**src/rtl/usart_rx.sv**
```systemverilog
// usart_rx: 8N1 UART receiver with 16x oversampling and a single holding register.
// Define USART_RX_PARITY_EN to add a parity bit between data and stop (sense from PARITY_ODD).
module usart_rx #(
  parameter int OVERSAMPLE_DIV = 104,
  parameter int PARITY_ODD     = 0
) (
  input  logic       clk,
  input  logic       reset,
  input  logic       rx_pin,
  input  logic       read,
  input  logic       clear_errors,
  output logic [7:0] data_out,
  output logic       data_ready,
  output logic       framing_error,
  output logic       parity_error,
  output logic       overrun_error,
  output logic       busy
);

  localparam logic [15:0] DIV_MAX = 16'(OVERSAMPLE_DIV - 1);

  typedef enum logic [2:0] {
    IDLE,
    START,
    DATA,
`ifdef USART_RX_PARITY_EN
    PARITY,
`endif
    STOP
  } state_t;

  state_t      state, state_next;
  logic        rx_meta, rxs;
  logic [15:0] div_cnt;
  logic        tick;
  logic [3:0]  scnt, scnt_next;
  logic [2:0]  bit_idx, bit_next;
  logic [7:0]  shift, shift_next;
  logic        s7, s7_next, s8, s8_next;
  logic        maj;
  logic        done, done_next;
  logic        stop_bit, stop_next;
  logic        par_err;

  // Synchronizer resets to the idle (high) line level so a reset never fakes a start bit.
  always_ff @(posedge clk) begin
    if (reset) begin
      rx_meta <= 1'b1;
      rxs     <= 1'b1;
      div_cnt <= '0;
    end else begin
      // NOTE: sequential state uses non-blocking assignments so every flop samples pre-edge values.
      rx_meta <= rx_pin;
      rxs     <= rx_meta;
      div_cnt <= tick ? '0 : div_cnt + 16'd1;
    end
  end

  assign tick = (div_cnt == DIV_MAX);
  assign maj  = (s7 & s8) | (s7 & rxs) | (s8 & rxs);
  assign busy = (state != IDLE);

`ifdef USART_RX_PARITY_EN
  logic par_bit, par_next;

  always_ff @(posedge clk) begin
    if (reset) par_bit <= 1'b0;
    else       par_bit <= par_next;
  end

  assign par_err = ((^shift) ^ par_bit) != PARITY_ODD[0];
`else
  assign par_err = PARITY_ODD[0] & 1'b0;
`endif

  always_comb begin
    // NOTE: every always_comb output gets a default first so no path can infer a latch.
    state_next = state;
    scnt_next  = scnt;
    bit_next   = bit_idx;
    shift_next = shift;
    s7_next    = s7;
    s8_next    = s8;
    done_next  = 1'b0;
    stop_next  = stop_bit;
`ifdef USART_RX_PARITY_EN
    par_next   = par_bit;
`endif
    if (tick) begin
      scnt_next = scnt + 4'd1;
      if (scnt == 4'd7) s7_next = rxs;
      if (scnt == 4'd8) s8_next = rxs;
      unique case (state)
        IDLE: begin
          scnt_next = 4'd0;
          if (!rxs) state_next = START;
        end
        START: begin
          if (scnt == 4'd9 && maj) begin
            state_next = IDLE;
            scnt_next  = 4'd0;
          end else if (scnt == 4'd15) begin
            state_next = DATA;
            bit_next   = 3'd0;
          end
        end
        DATA: begin
          // Line order is LSB first, so shifting in at the MSB leaves bit 0 at the bottom.
          if (scnt == 4'd9) shift_next = {maj, shift[7:1]};
          if (scnt == 4'd15) begin
            if (bit_idx == 3'd7) begin
`ifdef USART_RX_PARITY_EN
              state_next = PARITY;
`else
              state_next = STOP;
`endif
            end else begin
              bit_next = bit_idx + 3'd1;
            end
          end
        end
`ifdef USART_RX_PARITY_EN
        PARITY: begin
          if (scnt == 4'd9) par_next = maj;
          if (scnt == 4'd15) state_next = STOP;
        end
`endif
        STOP: begin
          // Leave at mid-stop so a back-to-back start edge is still caught.
          if (scnt == 4'd9) begin
            stop_next  = maj;
            done_next  = 1'b1;
            state_next = IDLE;
            scnt_next  = 4'd0;
          end
        end
        default: state_next = IDLE;
      endcase
    end
  end

  always_ff @(posedge clk) begin
    if (reset) begin
      state    <= IDLE;
      scnt     <= '0;
      bit_idx  <= '0;
      shift    <= '0;
      s7       <= 1'b1;
      s8       <= 1'b1;
      done     <= 1'b0;
      stop_bit <= 1'b1;
    end else begin
      state    <= state_next;
      scnt     <= scnt_next;
      bit_idx  <= bit_next;
      shift    <= shift_next;
      s7       <= s7_next;
      s8       <= s8_next;
      done     <= done_next;
      stop_bit <= stop_next;
    end
  end

  // Holding register: a read in the completion clk frees the slot for the new byte.
  always_ff @(posedge clk) begin
    if (reset) begin
      data_out      <= '0;
      data_ready    <= 1'b0;
      framing_error <= 1'b0;
      parity_error  <= 1'b0;
      overrun_error <= 1'b0;
    end else begin
      if (clear_errors) overrun_error <= 1'b0;
      if (done) begin
        if (!data_ready || read) begin
          data_out      <= shift;
          framing_error <= ~stop_bit;
          parity_error  <= par_err;
          data_ready    <= 1'b1;
        end else begin
          overrun_error <= 1'b1;
        end
      end else if (read) begin
        data_ready <= 1'b0;
      end
    end
  end

endmodule

```
**config.mk**
```make
export PLATFORM = sky130hd
export DESIGN_NAME = usart_rx
export DESIGN_NICKNAME = d
export VERILOG_FILES = /design/src/rtl/usart_rx.sv
export SDC_FILE = /design/constraint.sdc
export NUM_CORES = 1
export LEC_CHECK = 0
export ABC_AREA = 1
export CORE_ASPECT_RATIO = 0.9
export CORE_MARGIN = 2
export CORE_UTILIZATION = 34
export CTS_BUF_LIST = sky130_fd_sc_hd__clkbuf_8
export DETAILED_ROUTE_END_ITERATION = 6
export PLACE_DENSITY = 0.58
export RECOVER_POWER = 25
export SETUP_SLACK_MARGIN = 0.2
export SLEW_MARGIN = 10
export SYNTH_ARGS = -nofsm -noshare
export SYNTH_HDL_FRONTEND = slang
export SYNTH_SLANG_ARGS = --single-unit
```
**constraint.sdc**
```tcl
create_clock -name clk -period 1.9 [get_ports clk]
set_clock_uncertainty 0.1 [all_clocks]
set_input_delay 0.19 -clock clk [delete_from_list [all_inputs] [get_ports clk]]
set_output_delay 0.19 -clock clk [all_outputs]
set_load 0.05 [all_outputs]
```
==> reports/results.ini <==
[run_status]
status = finished, final reports clean

[synthesis]
synth_cell_types = 28
ys_top_cells_by_area = dfxtp_1 41%, nand2_1 13%, nor2_1 9.0%
syn_nets = 368
async_flop_share_pct = 0
synth_top_area_cell = dfxtp_1
synth_edf_count = 0
postSynthCellCount = 357
ys_seq_area_share_pct = 40.7
synth_warnings = 0
netlist_area_um2 = 2460
synth-seq-cells = 50
synth_top_cell_area_share_pct = 40.7
syn_avg_cell_area_um2 = 6.90
ys.flop_type = dfxtp_1

[power]
p_int_mw = 1.48
pwr-share-seq_pct = 55.8
cellLeakagePower_nw = 1.28
power_frac_comb_pct = 3.2
power_switching_mw = 0.427
sw_frac_of_total_pct = 22.4
pwr_density_cell_nw_per_um2 = 667
ir_worst_vdd_uv = 289
pwr-share-clk_pct = 41.0

[place]
gp_congestion = 0.817
dpl_worst_slack_ps = -33.3
dp_cells = 462
place_hpwl_um = 3620
portBuffers = 16

[floorplan]
start_util_pct = 35.0
rows = 29
coreArea_um2 = 7040
die_x_um = 93.7
die_y_um = 84.7
die-area_um2 = 7940
ios = 18

[worst_setup_path]
path_class = reg -> out
end_kind = primary output
crit_family = buffers and inverters
arrival_ps = 1390
rr_worst_depth = 8
cp.buffers_inverters = 2
slowest_delay_ps = 470
cp_slowest_cell = clkbuf_1
cp-start-kind = register
cp.required_ps = 1610
cp_num_cells = 3
worst-path-max-fanout = 5
cp_cell_sequence = nor2_1 -> inv_1 -> clkbuf_1

[clock_tree]
cts.clk_slew.worst_paths_ps = 100
htreeDepth = 2
clock_sinks = 50
root_buffer = clkbuf_8
worstSkewPairLatency_ps = 310
clockBufferDepth = 2
cts_tree = yes
cts_made_buffers = 5
ctsHoldBuffers = 0

[worst_hold_path]
min_delay_path_depth = 1
hold_class = reg -> reg

[global_routing]
grt_pass1_wl_um = 8950
antenna_found_initial = 0
track_usage_pct = 13.8
first_global_vias = 1978
grt-ovfl-total = 0
grt_max_degree = 19

[drt]
vias = 2191
firstDrtPassIters = 4
drc = 0
drt_wl_total_um = 5220
drt-initial-drc-count = 133
routed_via_density = 4.63
wl_per_cell_um = 11.0
drtAntennaViolNets = 0

[timing]
setup_viol = 0
max_freq_mhz = 594
min_period_ps = 1680
final_max_slew_viol_count = 0
finalWorstSetupSlack_ps = 217
slew-limit-headroom_pct = 60.6
rsz0062_at_grt = true
tightest_slew_ps = 594
fin_crit_sh_pct = 88.6
finalHoldViolCount = 0

[layout]
drive_gt1_share_pct = 10.0
synthToLayoutAreaGrowth_pct = 16.0
stdcell_count = 473
fin_nets = 390
antenna_cells = 0

[job]
maxCapViolCount = 0

==> power groups by stage <==
stage                     Sequential [mW]  Clock, mW  Combinational, mW
after global routing                 1.06      0.858             0.0670
final                                1.06      0.781             0.0604
after floorplan                      1.08          0             0.0422
after detailed placement             1.08          0             0.0578
after CTS                            1.06      0.807             0.0601
after global placement               1.08          0             0.0579
==> flip-flops by register name, summed over array words and instances (netlist names), 2 cells and up <==
signal / count
div_cnt: 16
data_out: 8
shift: 8
scnt: 4
bit_idx: 3
state: 2
==> timing repair <==
item | 4_1_cts | 5_1_grt
buffers inserted | 0 | 2
endpoints found under the setup margin | 33 | 30
resized for setup | 16 | 9
pin swaps | 0 | 4
gates cloned | 0 | 1
==> Yosys cell counts (2+ instances only) <==
cell type / count
nor3b_1: 2
ha_1: 6
xor2_1: 2
inv_1: 45
nor2_1: 59
dfxtp_1: 50
nand2_1: 82
nand4_1: 10
or2_2: 2
nor2_2: 3
and3_1: 2
nor3_1: 7
nand2_2: 3
buf_6: 2
nand3_1: 33
o21ai_0: 13
a21oi_1: 21
buf_2: 3
nor2_4: 3
==> final timing paths <==
kind | slack, ps | to | startpoint
worst max register to register | 300 | bit_idx[2] | scnt[0]
worst min-delay path | 330 | rxs | rx_meta
worst min register to register | 330 | rxs | rx_meta
worst max-delay path | 220 | busy | state[0]
==> cells in the final DEF, fill, tap and decap left out, drive strengths merged, types with 4 or more instances in the layout <==
master,count
a21oi,21
inv,46
nor2,66
nand4,11
dlygate4sd2,11
nor3,8
buf,4
clkbuf,7
o21ai,14
nand2,85
ha,6
dfxtp,50
nand3,34
==> layer usage <==
metal	routed length, µm	vias up	global-route usage [%]
met4	66	0	4.35
met5	0	-	0
li1	-	1174	-
met1	2740	973	20.1
met2	2250	37	20.6
met3	169	7	2.69
==> area by class of cell <==
class,count,area [µm²]
Timing Repair Buffer,21,174
Tap cell,93,116
Sequential cell,50,1000
Fill cell,748,4180
Clock buffer,5,68.8
Multi-Input combinational cell,255,1270
Inverter,46,174
Clock inverter,3,47.5
==> metrics by stage <==
| step | area [µm²] | TNS, ps | hold WS (ps) | utilization (%) | total power, mW |
|---|---|---|---|---|---|
| final | 2860 | 0 | 326 | 40.6 | 1.90 |
| after global routing | 2860 | 0 | 349 | 40.6 | 1.99 |
| after CTS | 2820 | 0 | 326 | 40.0 | 1.93 |
| after detailed placement | 2700 | -101 | 297 | 38.4 | 1.14 |
| after global placement | 2700 | 0 | 298 | 38.4 | 1.14 |
| after floorplan | 2460 | 0 | 159 | - | 1.13 |
==> cells by family after synthesis <==
kind of cell / Yosys count / synth area share, %
other: 1 / 0.152
AND/OR/NAND/NOR: 210 / 38.9
AO/OA/AOI/OAI: 35 / 7.11
adder cells (fa/ha/maj): 6 / 3.05
buffers and inverters: 53 / 9.45
XOR/XNOR: 2 / 0.712
flip-flops: 50 / 40.7
Power figures use the tool's default switching activity.
